<file path="config.mk">
export PLATFORM = sky130hd
export DESIGN_NAME = lsu_uncache_handler_flat
export DESIGN_NICKNAME = d
export VERILOG_FILES = /design/src/rtl/lsu_uncache_handler_if.sv /design/src/rtl/lsu_uncache_handler.sv /design/src/flat_wrapper.sv
export SDC_FILE = /design/constraint.sdc
export NUM_CORES = 1
export LEC_CHECK = 0
export BUFFER_PORTS_ARGS = -buffer_cell sky130_fd_sc_hd__buf_2
export CAP_MARGIN = 20
export CORE_MARGIN = 8
export CORE_UTILIZATION = 47
export DETAILED_ROUTE_END_ITERATION = 7
export MAX_ROUTING_LAYER = met4
export PLACE_DENSITY = 0.8
export SLEW_MARGIN = 10
export SYNTH_ARGS = -nofsm -noshare
export SYNTH_HDL_FRONTEND = slang
export SYNTH_SLANG_ARGS = --single-unit
</file>
<file path="constraint.sdc">
create_clock -name clk -period 1.7 [get_ports clk]
set_input_delay 0.085 -clock clk [delete_from_list [all_inputs] [get_ports clk]]
set_output_delay 0.085 -clock clk [all_outputs]
set_load 0.01 [all_outputs]
</file>
<file path="src/rtl/lsu_uncache_handler_if.sv">
// -----------------------------------------------------------------------------
// lsu_uncache_handler_if
//
// Bundles every handshake and bus signal of the uncached access engine:
//   wb_*  : write-buffer store request channel (request in, wb_ready out)
//   rb_*  : read-buffer load request channel and load data return channel
//   mem_* : uncached memory bus request channel and response channel
//
// Modports:
//   master : the handler's view. It masters the uncached memory bus and
//            serves the write/read buffers.
//   slave  : the surrounding environment (buffers + memory bus).
// -----------------------------------------------------------------------------
interface lsu_uncache_handler_if;

    // Write-buffer store request
    logic        wb_w;
    logic [31:0] wb_waddr;
    logic [1:0]  wb_size;
    logic [31:0] wb_data;
    logic        wb_ready;

    // Read-buffer load request and data return
    logic        rb_rvalid;
    logic [31:0] rb_raddr;
    logic [1:0]  rb_rsize;
    logic        rb_rready;
    logic        rb_uready;
    logic        rb_uvalid;
    logic [31:0] rb_udata;

    // Uncached memory bus
    logic        mem_uvalid;
    logic        mem_uwen;
    logic [31:0] mem_uaddr;
    logic [31:0] mem_udata;
    logic [3:0]  mem_ustrobe;
    logic        mem_mready;
    logic        mem_uready;
    logic        mem_mvalid;
    logic [31:0] mem_mdata;

    modport master (
        input  wb_w, wb_waddr, wb_size, wb_data,
        output wb_ready,
        input  rb_rvalid, rb_raddr, rb_rsize, rb_rready,
        output rb_uready, rb_uvalid, rb_udata,
        output mem_uvalid, mem_uwen, mem_uaddr, mem_udata, mem_ustrobe,
        input  mem_mready,
        output mem_uready,
        input  mem_mvalid, mem_mdata
    );

    modport slave (
        output wb_w, wb_waddr, wb_size, wb_data,
        input  wb_ready,
        output rb_rvalid, rb_raddr, rb_rsize, rb_rready,
        input  rb_uready, rb_uvalid, rb_udata,
        input  mem_uvalid, mem_uwen, mem_uaddr, mem_udata, mem_ustrobe,
        output mem_mready,
        input  mem_uready,
        output mem_mvalid, mem_mdata
    );

endinterface

</file>
<file path="src/rtl/lsu_uncache_handler.sv">
// -----------------------------------------------------------------------------
// lsu_uncache_handler
//
// Uncached access engine of the LSU. Accepts one uncached store (write buffer)
// or one uncached load (read buffer) at a time and issues a single 32-bit bus
// transaction with byte strobes. Load data is returned right-aligned and
// zero-extended. Stores win over loads so an older store reaches memory first.
//
// Ports:
//   clk         clock
//   resetn      synchronous active-low reset
//   bus         lsu_uncache_handler_if.master (wb_*, rb_*, mem_* channels)
//   uh_timeout  (only with UHANDLER_TIMEOUT_EN) one-cycle response timeout pulse
//
// Optional feature macro: UHANDLER_TIMEOUT_EN
//   Defined  : adds a response watchdog counter limited by TIMEOUT_CYCLES and
//              the uh_timeout output. A timed-out write returns to IDLE, a
//              timed-out read returns data 0.
//   Undefined: RESP waits indefinitely for the response.
// -----------------------------------------------------------------------------
module lsu_uncache_handler #(
    parameter int TIMEOUT_CYCLES = 255
) (
    input  logic                         clk,
    input  logic                         resetn,
`ifdef UHANDLER_TIMEOUT_EN
    output logic                         uh_timeout,
`endif
    lsu_uncache_handler_if.master        bus
);

    localparam logic [1:0] ST_IDLE = 2'd0;
    localparam logic [1:0] ST_REQ  = 2'd1;
    localparam logic [1:0] ST_RESP = 2'd2;
    localparam logic [1:0] ST_RET  = 2'd3;

    localparam logic [1:0] SZ_NIL  = 2'd0;
    localparam logic [1:0] SZ_BYTE = 2'd1;
    localparam logic [1:0] SZ_HALF = 2'd2;
    localparam logic [1:0] SZ_WORD = 2'd3;

`ifdef UHANDLER_TIMEOUT_EN
    localparam int             TMO_W    = $clog2(TIMEOUT_CYCLES + 1);
    localparam logic [TMO_W-1:0] TMO_LAST = TMO_W'(TIMEOUT_CYCLES - 1);
    localparam logic [TMO_W-1:0] TMO_ONE  = TMO_W'(1);
`endif

    // Byte strobes for the addressed lanes; addr[0] is ignored for halves.
    function automatic logic [3:0] lane_strobe(input logic [1:0] size,
                                               input logic [1:0] addr_lo);
        case (size)
            SZ_BYTE: return 4'b0001 << addr_lo;
            SZ_HALF: return addr_lo[1] ? 4'b1100 : 4'b0011;
            SZ_WORD: return 4'b1111;
            default: return 4'b0000;
        endcase
    endfunction

    // Replicate right-aligned store data across all lanes so the slave can
    // pick any lane purely from the strobes.
    function automatic logic [31:0] lane_replicate(input logic [1:0]  size,
                                                   input logic [31:0] data);
        case (size)
            SZ_BYTE: return {4{data[7:0]}};
            SZ_HALF: return {2{data[15:0]}};
            SZ_WORD: return data;
            default: return 32'h0000_0000;
        endcase
    endfunction

    // Pull the addressed bytes out of the full bus word, right-aligned and
    // zero-extended; sign extension belongs to the read buffer.
    function automatic logic [31:0] load_extract(input logic [1:0]  size,
                                                 input logic [1:0]  addr_lo,
                                                 input logic [31:0] mdata);
        case (size)
            SZ_BYTE: begin
                case (addr_lo)
                    2'd0:    return {24'h00_0000, mdata[7:0]};
                    2'd1:    return {24'h00_0000, mdata[15:8]};
                    2'd2:    return {24'h00_0000, mdata[23:16]};
                    2'd3:    return {24'h00_0000, mdata[31:24]};
                    default: return 32'h0000_0000;
                endcase
            end
            SZ_HALF: return {16'h0000, (addr_lo[1] ? mdata[31:16] : mdata[15:0])};
            SZ_WORD: return mdata;
            default: return 32'h0000_0000;
        endcase
    endfunction

    logic [1:0]  state_r,      state_s;
    logic [31:0] req_addr_r,   req_addr_s;
    logic [1:0]  req_size_r,   req_size_s;
    logic        req_wen_r,    req_wen_s;
    logic [31:0] req_data_r,   req_data_s;
    logic [3:0]  req_strobe_r, req_strobe_s;
    logic        mem_uvalid_r, mem_uvalid_s;
    logic        mem_uready_r, mem_uready_s;
    logic        rb_uvalid_r,  rb_uvalid_s;
    logic [31:0] rb_udata_r,   rb_udata_s;
    logic        wb_ready_s;
    logic        rb_uready_s;
`ifdef UHANDLER_TIMEOUT_EN
    logic [TMO_W-1:0] tmo_cnt_r, tmo_cnt_s;
    logic             uh_timeout_r, uh_timeout_s;
`endif

    // Next-state and next-output computation for the transaction FSM.
    always_comb begin
        state_s      = state_r;
        req_addr_s   = req_addr_r;
        req_size_s   = req_size_r;
        req_wen_s    = req_wen_r;
        req_data_s   = req_data_r;
        req_strobe_s = req_strobe_r;
        mem_uvalid_s = mem_uvalid_r;
        mem_uready_s = mem_uready_r;
        rb_uvalid_s  = rb_uvalid_r;
        rb_udata_s   = rb_udata_r;
        wb_ready_s   = 1'b0;
        rb_uready_s  = 1'b0;
`ifdef UHANDLER_TIMEOUT_EN
        tmo_cnt_s    = tmo_cnt_r;
        uh_timeout_s = 1'b0;
`endif

        case (state_r)
            ST_IDLE: begin
                wb_ready_s  = bus.wb_w;
                rb_uready_s = bus.rb_rvalid & ~bus.wb_w;
                if (bus.wb_w) begin
                    req_addr_s   = bus.wb_waddr;
                    req_size_s   = bus.wb_size;
                    req_wen_s    = 1'b1;
                    req_data_s   = lane_replicate(bus.wb_size, bus.wb_data);
                    req_strobe_s = lane_strobe(bus.wb_size, bus.wb_waddr[1:0]);
                    if (bus.wb_size != SZ_NIL) begin
                        state_s      = ST_REQ;
                        mem_uvalid_s = 1'b1;
                    end else begin
                        // Nil store: nothing to put on the bus.
                        state_s = ST_IDLE;
                    end
                end else if (bus.rb_rvalid) begin
                    req_addr_s   = bus.rb_raddr;
                    req_size_s   = bus.rb_rsize;
                    req_wen_s    = 1'b0;
                    req_data_s   = 32'h0000_0000;
                    req_strobe_s = lane_strobe(bus.rb_rsize, bus.rb_raddr[1:0]);
                    if (bus.rb_rsize != SZ_NIL) begin
                        state_s      = ST_REQ;
                        mem_uvalid_s = 1'b1;
                    end else begin
                        // Nil load: answer straight away with zero data.
                        state_s     = ST_RET;
                        rb_uvalid_s = 1'b1;
                        rb_udata_s  = 32'h0000_0000;
                    end
                end else begin
                    state_s = ST_IDLE;
                end
            end

            ST_REQ: begin
                if (bus.mem_mready) begin
                    state_s      = ST_RESP;
                    mem_uvalid_s = 1'b0;
                    mem_uready_s = 1'b1;
`ifdef UHANDLER_TIMEOUT_EN
                    tmo_cnt_s    = {TMO_W{1'b0}};
`endif
                end else begin
                    state_s = ST_REQ;
                end
            end

            ST_RESP: begin
                if (bus.mem_mvalid) begin
                    mem_uready_s = 1'b0;
                    if (req_wen_r) begin
                        state_s = ST_IDLE;
                    end else begin
                        state_s     = ST_RET;
                        rb_uvalid_s = 1'b1;
                        rb_udata_s  = load_extract(req_size_r, req_addr_r[1:0], bus.mem_mdata);
                    end
                end
`ifdef UHANDLER_TIMEOUT_EN
                else if (tmo_cnt_r == TMO_LAST) begin
                    // This silent cycle brings the count to TIMEOUT_CYCLES:
                    // give up on the response and leave RESP.
                    tmo_cnt_s    = tmo_cnt_r + TMO_ONE;
                    uh_timeout_s = 1'b1;
                    mem_uready_s = 1'b0;
                    if (req_wen_r) begin
                        state_s = ST_IDLE;
                    end else begin
                        state_s     = ST_RET;
                        rb_uvalid_s = 1'b1;
                        rb_udata_s  = 32'h0000_0000;
                    end
                end else begin
                    tmo_cnt_s = tmo_cnt_r + TMO_ONE;
                    state_s   = ST_RESP;
                end
`else
                else begin
                    state_s = ST_RESP;
                end
`endif
            end

            ST_RET: begin
                if (bus.rb_rready) begin
                    state_s     = ST_IDLE;
                    rb_uvalid_s = 1'b0;
                end else begin
                    state_s = ST_RET;
                end
            end

            default: begin
                state_s      = ST_IDLE;
                mem_uvalid_s = 1'b0;
                mem_uready_s = 1'b0;
                rb_uvalid_s  = 1'b0;
            end
        endcase
    end

    // State, request register and registered outputs; reset discards any
    // transaction in flight.
    always_ff @(posedge clk) begin
        if (!resetn) begin
            state_r      <= ST_IDLE;
            req_addr_r   <= 32'h0000_0000;
            req_size_r   <= 2'd0;
            req_wen_r    <= 1'b0;
            req_data_r   <= 32'h0000_0000;
            req_strobe_r <= 4'b0000;
            mem_uvalid_r <= 1'b0;
            mem_uready_r <= 1'b0;
            rb_uvalid_r  <= 1'b0;
            rb_udata_r   <= 32'h0000_0000;
`ifdef UHANDLER_TIMEOUT_EN
            tmo_cnt_r    <= {TMO_W{1'b0}};
            uh_timeout_r <= 1'b0;
`endif
        end else begin
            state_r      <= state_s;
            req_addr_r   <= req_addr_s;
            req_size_r   <= req_size_s;
            req_wen_r    <= req_wen_s;
            req_data_r   <= req_data_s;
            req_strobe_r <= req_strobe_s;
            mem_uvalid_r <= mem_uvalid_s;
            mem_uready_r <= mem_uready_s;
            rb_uvalid_r  <= rb_uvalid_s;
            rb_udata_r   <= rb_udata_s;
`ifdef UHANDLER_TIMEOUT_EN
            tmo_cnt_r    <= tmo_cnt_s;
            uh_timeout_r <= uh_timeout_s;
`endif
        end
    end

    // Accept strobes are combinational on the request and forced low while
    // reset is asserted so every output reads 0 during reset.
    assign bus.wb_ready    = resetn & wb_ready_s;
    assign bus.rb_uready   = resetn & rb_uready_s;

    assign bus.mem_uvalid  = mem_uvalid_r;
    assign bus.mem_uwen    = req_wen_r;
    assign bus.mem_uaddr   = req_addr_r;
    assign bus.mem_udata   = req_data_r;
    assign bus.mem_ustrobe = req_strobe_r;
    assign bus.mem_uready  = mem_uready_r;
    assign bus.rb_uvalid   = rb_uvalid_r;
    assign bus.rb_udata    = rb_udata_r;
`ifdef UHANDLER_TIMEOUT_EN
    assign uh_timeout      = uh_timeout_r;
`endif

endmodule

</file>
<file path="src/flat_wrapper.sv">
// flat-port wrapper written by rule: the top's interface ports become plain ports
module lsu_uncache_handler_flat 
#(
    parameter int TIMEOUT_CYCLES = 255
)
  (clk, resetn, bus_wb_w, bus_wb_waddr, bus_wb_size, bus_wb_data, bus_wb_ready, bus_rb_rvalid, bus_rb_raddr, bus_rb_rsize, bus_rb_rready, bus_rb_uready, bus_rb_uvalid, bus_rb_udata, bus_mem_uvalid, bus_mem_uwen, bus_mem_uaddr, bus_mem_udata, bus_mem_ustrobe, bus_mem_mready, bus_mem_uready, bus_mem_mvalid, bus_mem_mdata);
  lsu_uncache_handler_if bus_i ();
  input  logic clk;
  input  logic resetn;
  input wire logic [$bits(bus_i.wb_w)-1:0] bus_wb_w;
  input wire logic [$bits(bus_i.wb_waddr)-1:0] bus_wb_waddr;
  input wire logic [$bits(bus_i.wb_size)-1:0] bus_wb_size;
  input wire logic [$bits(bus_i.wb_data)-1:0] bus_wb_data;
  output wire logic [$bits(bus_i.wb_ready)-1:0] bus_wb_ready;
  input wire logic [$bits(bus_i.rb_rvalid)-1:0] bus_rb_rvalid;
  input wire logic [$bits(bus_i.rb_raddr)-1:0] bus_rb_raddr;
  input wire logic [$bits(bus_i.rb_rsize)-1:0] bus_rb_rsize;
  input wire logic [$bits(bus_i.rb_rready)-1:0] bus_rb_rready;
  output wire logic [$bits(bus_i.rb_uready)-1:0] bus_rb_uready;
  output wire logic [$bits(bus_i.rb_uvalid)-1:0] bus_rb_uvalid;
  output wire logic [$bits(bus_i.rb_udata)-1:0] bus_rb_udata;
  output wire logic [$bits(bus_i.mem_uvalid)-1:0] bus_mem_uvalid;
  output wire logic [$bits(bus_i.mem_uwen)-1:0] bus_mem_uwen;
  output wire logic [$bits(bus_i.mem_uaddr)-1:0] bus_mem_uaddr;
  output wire logic [$bits(bus_i.mem_udata)-1:0] bus_mem_udata;
  output wire logic [$bits(bus_i.mem_ustrobe)-1:0] bus_mem_ustrobe;
  input wire logic [$bits(bus_i.mem_mready)-1:0] bus_mem_mready;
  output wire logic [$bits(bus_i.mem_uready)-1:0] bus_mem_uready;
  input wire logic [$bits(bus_i.mem_mvalid)-1:0] bus_mem_mvalid;
  input wire logic [$bits(bus_i.mem_mdata)-1:0] bus_mem_mdata;
  assign bus_i.wb_w = bus_wb_w;
  assign bus_i.wb_waddr = bus_wb_waddr;
  assign bus_i.wb_size = bus_wb_size;
  assign bus_i.wb_data = bus_wb_data;
  assign bus_wb_ready = bus_i.wb_ready;
  assign bus_i.rb_rvalid = bus_rb_rvalid;
  assign bus_i.rb_raddr = bus_rb_raddr;
  assign bus_i.rb_rsize = bus_rb_rsize;
  assign bus_i.rb_rready = bus_rb_rready;
  assign bus_rb_uready = bus_i.rb_uready;
  assign bus_rb_uvalid = bus_i.rb_uvalid;
  assign bus_rb_udata = bus_i.rb_udata;
  assign bus_mem_uvalid = bus_i.mem_uvalid;
  assign bus_mem_uwen = bus_i.mem_uwen;
  assign bus_mem_uaddr = bus_i.mem_uaddr;
  assign bus_mem_udata = bus_i.mem_udata;
  assign bus_mem_ustrobe = bus_i.mem_ustrobe;
  assign bus_i.mem_mready = bus_mem_mready;
  assign bus_mem_uready = bus_i.mem_uready;
  assign bus_i.mem_mvalid = bus_mem_mvalid;
  assign bus_i.mem_mdata = bus_mem_mdata;
  lsu_uncache_handler #(.TIMEOUT_CYCLES(TIMEOUT_CYCLES)) u_core (.clk(clk), .resetn(resetn), .bus(bus_i));
endmodule
</file>
# Word-level counts from Yosys, hierarchy flattened

Index checks and enable logic that the tools add are counted.

Register bits: 108
Logic and storage cells: 106
Output and inout bits: 106

Reduce and logical (&&, ||, !) cells: 14
Bitwise logic cells: 4
Shift-type cells: 2
Muxes and demuxes: 51
Equality and inequality tests: 25

Operators with widths:

| kind                                                                     | count |
|---|---|
| 32-bit 2-to-1 mux                                                        | 9 |
| 32-bit case mux with 3 select lines                                      | 2 |
| 32-bit case mux with 4 select lines                                      | 1 |
| 32-bit case mux with 2 select lines                                      | 1 |
| 4-bit case mux with 3 select lines                                       | 2 |
| 2-bit equality test (second input constant)                              | 10 |
| 1-bit 2-to-1 mux                                                         | 18 |
| 2-bit 2-to-1 mux                                                         | 9 |
| 16-bit 2-to-1 mux                                                        | 1 |
| 4-bit 2-to-1 mux                                                         | 4 |
| 2-bit inequality test (second input constant)                            | 7 |
| 2-bit nonzero test                                                       | 6 |
| 2-bit by 1-bit equality test with 1-bit output (second input constant)   | 5 |
| 2-bit case mux with 4 select lines                                       | 1 |
| 1-bit by 2-bit left shift with 4-bit output (first input constant)       | 2 |
| 7-bit AND reduction                                                      | 1 |
| 3-bit by 2-bit inequality test with 1-bit output (second input constant) | 2 |
| 6-bit AND reduction                                                      | 1 |
| 5-bit AND reduction                                                      | 1 |
| 2-bit zero test                                                          | 2 |
| 1-bit case mux with 2 select lines                                       | 2 |
| 1-bit AND                                                                | 3 |
| 3-bit inequality test (second input constant)                            | 1 |
| 1-bit case mux with 3 select lines                                       | 1 |
| other kinds (4)                                                          | 4 |

# Depth between registers and ports, before layout

Gate-level depths: netlist of run 1.

Depth in word-level cells: 6
Depth in mapped cells: 7
Depth with buffers taken out: 4

# Worst setup path after synthesis of run 1

No wires, ideal clock.

Kind: flip-flop to flip-flop
From: reg u_core.req_addr_r[1] (netlist: u_core.bus.mem_uaddr[1])
To: reg u_core.rb_udata_r[0] (netlist: u_core.bus.rb_udata[0])
Arrival time: 1.317 ns
Library setup time: 0.129 ns
Setup slack: 0.255 ns
Cell stages (with the launch flop): 7
Cell sequence: dfxtp_1 -> buf_4 -> buf_4 -> nor2_1 -> a22o_1 -> a222oi_1 -> o2bb2ai_1

Cells in the longest elaborated chain, start to end: 6

RTL lines:

| what                                        | line                       | source |
|---|---|---|
| start, declared                             | lsu_uncache_handler.sv:93  | `logic [31:0] req_addr_r, req_addr_s;` |
| start signal, assigned                      | lsu_uncache_handler.sv:252 | `req_addr_r <= req_addr_s;` |
| 2-bit equality test (tied with other cells) | --                         |  |
| 32-bit case mux with 4 select lines         | lsu_uncache_handler.sv:78  | `case (addr_lo)` |
| 32-bit case mux with 3 select lines *       | lsu_uncache_handler.sv:76  | `case (size)` |
| 32-bit 2-to-1 mux *                         | lsu_uncache_handler.sv:181 | `if (req_wen_r) begin` |
| 32-bit 2-to-1 mux *                         | lsu_uncache_handler.sv:179 | `if (bus.mem_mvalid) begin` |
| 32-bit case mux with 2 select lines *       | lsu_uncache_handler.sv:128 | `case (state_r)` |
| end signal, assigned                        | lsu_uncache_handler.sv:260 | `rb_udata_r <= rb_udata_s;` |
| end, declared                               | lsu_uncache_handler.sv:101 | `logic [31:0] rb_udata_r, rb_udata_s;` |

Every way passes the cells marked *; elsewhere a longest branch is shown, timed or not. The select of a mux whose other input is x is not followed.
A chain may end at the register's enable or synchronous reset.

# Final worst setup path of run 1

From: reg u_core.req_size_r[0]
To: reg u_core.rb_udata_r[14] (netlist: u_core.bus.rb_udata[14])

Cells in the longest elaborated chain, start to end: 5

RTL lines:

| what                                                                                  | line                       | source |
|---|---|---|
| start, declared                                                                       | lsu_uncache_handler.sv:94  | `logic [1:0] req_size_r, req_size_s;` |
| start signal, assigned                                                                | lsu_uncache_handler.sv:253 | `req_size_r <= req_size_s;` |
| 2-bit equality test or 2-bit by 1-bit equality test with 1-bit output (tied branches) | --                         |  |
| 32-bit case mux with 3 select lines *                                                 | lsu_uncache_handler.sv:76  |  |
| 32-bit 2-to-1 mux *                                                                   | lsu_uncache_handler.sv:181 |  |
| 32-bit 2-to-1 mux *                                                                   | lsu_uncache_handler.sv:179 |  |
| 32-bit case mux with 2 select lines *                                                 | lsu_uncache_handler.sv:128 |  |

Marks and branches as above.

==> impl_metrics.toml, run 1 <==
[synth]
synth_xor_area_share_pct = 0
synth_area_leader_cell = "dfxtp_1"
async_flop_share_pct = 0
ys_types = 52
synth.area.top_cells = "dfxtp_1, mux2i_1, a211oi_1"
synth.cell_area_um2 = 5410
synthMuxAreaShare_pct = 15.6
yosys_warnings = 0
synthFlopType = "dfxtp_1"
synth_compound_area_share_pct = 23.4
synthesis.nets = 729
synth.avg_cell_area_um2 = 9.17
ys_ff_latch = 108
synth_fa_ha_area_share_pct = 0
yosysTopAreaCellShare_pct = 40.0
synth-seq-area-share_pct = 40.0
synth_top_family_by_area = "compound AO/OA/AOI/OAI gates"
synth_edf_count = 0
netlist_instances = 590
synth-simple-area-share_pct = 14.8

[placed_design]
gp_congestion = 0.868
dpl_cell_area_um2 = 6770
port_buffers = 244
dp_cells = 952
hpwlAfterDp_um = 13200

[timing]
worstMarginPinSlew_ns = 0.488
min_period_over_period_pct = 93.6
grt_setup_unrepaired = "false"
setup_viol = 0
max_freq_ghz = 0.628
fin_crit_ns = 1.59
fin_worst_skew_ns = 0.00838
maxSlewViolCount = 0
slew_headroom_pct = 67.5
tns_ns = 0
hold_violations = 0

[die]
die_y_um = 123
ios = 245
die_x_um = 123
die_area_um2 = 15200
fp-row-count = 39
coreArea_um2 = 11300
initial_core_util_pct = 47.8

[detailed_routing]
vias_per_cell = 5.40
drc = 0
vias = 5248
drtAntennaViolNets = 0
dr.pass1.iters = 5
drt_iter0_markers = 390
drt_wl_total_um = 16700
wl_per_cell_um = 17.2

[global_route]
grtUsageMet3_pct = 4.70
grt_pass1_vias = 5102
grtUsageMet1_pct = 25.7
use_met2_pct = 34.4
grt_util_all_layers_pct = 21.7
antenna_found_initial = 0
grt_max_degree = 70
top_usage_layer = "met2"
grt_pass1_wl_um = 25200
grt.overflow.total = 0

[clock_network]
numCtsBuffers = 9
clockBufferDepth = 2
postCtsSetupBuffers = 0
cts_tree = "yes"
clk_pin_slew_worst_paths_ns = 0.07
clk_latency_ns = 0.35
cts_sinks = 108
h-tree-depth = 3
cts-root-buf = "clkbuf_16"

[final_layout]
syn_to_final_growth_pct = 31.1
stdcell_area_um2 = 7090
utilization_pct = 62.6
drive_above_1_share_pct = 39.2
final_cells = 971
multi_input_area_um2 = 2920
register_area_um2 = 2160
nNetsFinal = 961
n_fill_cell = 979

[worst_setup_path]
crit_path_start_kind = "flip-flop"
arrival_ns = 1.87
path_class = "flip-flop to flip-flop"
critPathCaptureType = "flip-flop"
worstPathRequired_ns = 1.98
cp_max_fo = 10

[pwr]
power.density_nw_per_um2 = 925
peakVddDrop_mv = 0.605
power.leakage_uw = 0.00330

[run]
maxCapViolCount = 0

[outcome]
outcome = "complete, no violations"

[worst_hold_path]
min_path_type = "primary input to flip-flop"
## what timing repair did
item / in CTS / in global routing
hold endpoints to repair: 2 / 0
endpoints found under the setup margin: 0 / 5
resized for setup: 0 / 5
hold buffers: 2 / 0
## registers in the layout, summed over array words and instances (netlist names), 2 cells and up
signal,cells
u_core.state_r,2
u_core.req_size_r,2
u_core.bus.mem_ustrobe,4
u_core.bus.rb_udata,32
u_core.bus.mem_uaddr,32
u_core.bus.mem_udata,32
## stage by stage
step / hold WS [ns] / setup WS [ns] / total power (uW)
global route: 0.0127 / 0.0138 / 6880
CTS: 0.00108 / 0.0386 / 6610
floorplan: 0.227 / 0.255 / 3960
detailed placement: 0.359 / 0.104 / 4580
global placement: 0.351 / 0.124 / 4560
finish: 0.0114 / 0.109 / 6560
## cell usage after synthesis (5+ instances only)
library cell,instances
dfxtp_1,108
nor2_1,70
mux2i_1,56
nand2_1,55
a211oi_1,37
a22oi_1,33
mux2_2,24
o2bb2ai_1,22
buf_2,21
a21oi_1,15
clkbuf_1,15
inv_1,12
buf_4,10
a22o_1,9
a2bb2oi_1,8
and2_1,8
o21ai_0,8
nand3_1,7
nand2b_1,6
a2111oi_0,5
a211o_1,5
o21bai_1,5
## layout make-up
type	count	share of cell area, %
diodes	1	0.0353
clock buffers	13	3.81
clock inverters	3	0.265
inverters	13	0.688
multi-input cells	418	41.2
flip-flops and latches	108	30.5
well taps	143	2.52
repair buffers	272	21.0
## cell usage in the layout (no fill, tap or decap), drive strengths merged, types with 2 or more instances in the layout
| cell | netlist | layout |
|---|---|---|
| buf | 36 | 270 |
| dfxtp | 108 | 108 |
| nor2 | 73 | 73 |
| mux2i | 57 | 57 |
| nand2 | 55 | 55 |
| a211oi | 37 | 37 |
| a22oi | 33 | 33 |
| mux2 | 24 | 24 |
| o2bb2ai | 22 | 22 |
| a21oi | 15 | 15 |
| inv | 13 | 14 |
| clkbuf | 15 | 13 |
| and2 | 11 | 11 |
| a22o | 9 | 9 |
| o21ai | 9 | 9 |
| a2bb2oi | 8 | 8 |
| nand3 | 8 | 8 |
| nand2b | 6 | 6 |
| o21bai | 5 | 5 |
| a211o | 5 | 5 |
| a2111oi | 5 | 5 |
| o21a | 4 | 4 |
| nand3b | 4 | 4 |
| nor2b | 4 | 4 |
| a222oi | 3 | 3 |
| o211ai | 2 | 2 |
| o211a | 2 | 2 |
| and2b | 2 | 2 |
| nor3b | 2 | 2 |
| o31a | 2 | 2 |
| clkinv | 0 | 2 |
| dlygate4sd3 | 0 | 2 |
| or2 | 2 | 2 |
## cell families after synthesis
logic type / Yosys count
muxes: 81
and+or+nand+nor: 172
AOI/OAI and AO/OA: 165
buffers and inverters: 64
DFF: 108
## where the power goes
| part | internal, uW | switching [uW] | total, uW |
|---|---|---|---|
| clock | 1120 | 912 | 2030 |
| sequential | 2730 | 141 | 2870 |
| combinational | 749 | 913 | 1660 |
| total | 4590 | 1970 | 6560 |
## path summary, 6_finish.rpt
check | from | endpoint | slack, ns | cells past startpoint
worst min register to register | u_core.bus.rb_udata[14] | u_core.bus.rb_udata[14] | 0.45 | 2
worst max-delay path | u_core.req_size_r[0] | u_core.bus.rb_udata[14] | 0.11 | 5
worst max register to register | u_core.req_size_r[0] | u_core.bus.rb_udata[14] | 0.11 | 5
worst min-delay path | bus_mem_mdata[18] | u_core.bus.rb_udata[18] | 0.01 | 3
## per-layer routing
layer  vias up  share of wire, %
met4         0               3.1
met1      2365                42
met2       233                48
met3        37               7.2
li1       2613                 -
met5         -                 0
## worst max-delay path, stage by stage, from the launching register on
cell	delay, ns
dfxtp_1	0.44
nand2b_1	0.16
buf_4	0.19
nand2_1	0.07
a2111oi_1	0.50
o21bai_1	0.17
No activity file was read; power rests on OpenSTA's default activity.
==> inputs of run 2 (changes only) <==
==> constraint.sdc (replaced) <==
create_clock -name clk -period 1.7 [get_ports clk]
set_input_delay 0.085 -clock clk [delete_from_list [all_inputs] [get_ports clk]]
set_output_delay 0.085 -clock clk [all_outputs]
set_load 0.005 [all_outputs]
==> run 2 against run 1 <==
Against the previous run:
- worst hold slack gained 0.0041 ns
- die area did not move
- register-to-register slack better by 0.08 ns
- critical endpoint is now bus_rb_uready
- highest routed layer unchanged
==> impl_metrics.toml, run 2 (same netlist as run 1, synthesis figures left out) <==
[placed_design]
hpwlAfterDp_um = 13200
port_buffers = 244
dpl_cell_area_um2 = 6780
gp_congestion = 0.886

[final_layout]
n_fill_cell = 975
multi_input_area_um2 = 2910
drive_above_1_share_pct = 38.9
final_common_cell = "buf_2"
nNetsFinal = 969
register_area_um2 = 2160
stdcell_area_um2 = 7190
layout_common_cells = "buf_2, dfxtp_1, nor2_1"
syn_to_final_growth_pct = 33.0

[timing]
fin_crit_ns = 1.59
hold_violations = 0
max_freq_ghz = 0.629
setup_viol = 0
grt_setup_unrepaired = "false"
fin_worst_skew_ns = 0.00456
worstMarginPinSlew_ns = 0.426
slew_headroom_pct = 70.9
min_period_over_period_pct = 93.5
tns_ns = 0
maxSlewViolCount = 0

[global_route]
antenna_found_initial = 2
grt_util_all_layers_pct = 22.5
grt_pass1_vias = 5313
grt_pass1_wl_um = 26400
grt_max_degree = 36
grt.overflow.total = 0

[pwr]
power.density_nw_per_um2 = 935
peakVddDrop_mv = 0.788
power.leakage_uw = 0.00335

[detailed_routing]
drtAntennaViolNets = 0
wl_per_cell_um = 17.4
drt_iter0_markers = 402
drc = 0
vias_per_cell = 5.42
drt_wl_total_um = 17100
vias = 5316
dr.pass1.iters = 6

[outcome]
outcome = "complete, no violations"

[worst_setup_path]
crit_path_start_kind = "flip-flop"
r2r-start = "u_core.req_size_r[0]"
critPathCaptureType = "output port"
path_class = "flip-flop to output port"
cp_max_fo = 6
worstPathRequired_ns = 1.62
arrival_ns = 1.50
cp-startpoint = "u_core.state_r[1]"

[clock_network]
clk_latency_ns = 0.35
h-tree-depth = 3
numCtsBuffers = 9
cts_tree = "yes"
clk_pin_slew_worst_paths_ns = 0.07
cts-root-buf = "clkbuf_16"
clockBufferDepth = 2
cts_sinks = 108

[die]
fp-row-count = 39
die_y_um = 123
coreArea_um2 = 11300
die_area_um2 = 15200
die_x_um = 123
ios = 245
initial_core_util_pct = 47.8

[worst_hold_path]
min_path_type = "primary input to flip-flop"
hold_start = "bus_mem_mdata[26]"

[run]
maxCapViolCount = 0
-- run 2: cell types whose count changed in the layout (fill, tap and decap cells not counted), sizes merged --
cell         change
buf              +2
diode            +1
clkinv           -1
clkinvlp         +1
dlygate4sd3      +6
inv              -1
bufinv           +1
-- run 2: power breakdown --
part	total (uW)	switching (uW)	leakage, uW	internal, uW
registers	2860	136	0.000884	2730
clock network	2240	941	0.000158	1300
logic	1620	854	0.00230	767
-- run 2: layout make-up --
class,count,area share (%)
Antenna cell,2,0.0696
Clock buffer,13,3.90
Clock inverter,3,0.591
Inverter,13,0.678
Multi-Input combinational cell,418,40.5
Sequential cell,108,30.1
Tap cell,143,2.49
Timing Repair Buffer,280,21.7
-- run 2: per-stage QoR --
| stage | instances | utilization, % | hold slack [ns] | setup WS, ns | total power, uW |
|---|---|---|---|---|---|
| after floorplan | 590 | - | 0.227 | 0.306 | 3890 |
| after global placement | 954 | 59.9 | 0.357 | 0.226 | 4500 |
| after detailed placement | 954 | 59.9 | 0.362 | 0.159 | 4520 |
| after CTS | 978 | 63.5 | 0.000864 | 0.0923 | 6770 |
| after global routing | 980 | 63.5 | 0.0166 | 0.00176 | 7040 |
| final | 980 | 63.5 | 0.0155 | 0.111 | 6730 |
-- run 2: repair_timing --
action	CTS	global route
hold buffers	8	0
setup buffers	0	0
endpoints found under the hold margin	8	0
resized for setup	0	1
setup endpoints to repair	0	2
-- run 2: worst max-delay path, cell delays in order, from the launching register on --
cell and delay (ns):
dfxtp_1 0.36, nor2_1 0.28, nand3_2 0.11, buf_4 0.17, nor2_1 0.11, buf_2 0.13
-- run 2: final timing paths --
kind         slack (ns)  depth (start not counted)                      end
min                0.02                          3  u_core.bus.rb_udata[26]
max                0.11                          5            bus_rb_uready
min reg2reg        0.45                          2  u_core.bus.rb_udata[14]
max reg2reg        0.19                          5   u_core.bus.rb_udata[9]
-- run 2: per-layer routing --
metal	track usage (%)	vias up	part of all wire, %
met4	10.0	0	3.3
li1	-	2631	-
met1	26.4	2441	42
met5	-	-	0
met3	5.34	42	6.5
met2	36.0	202	48
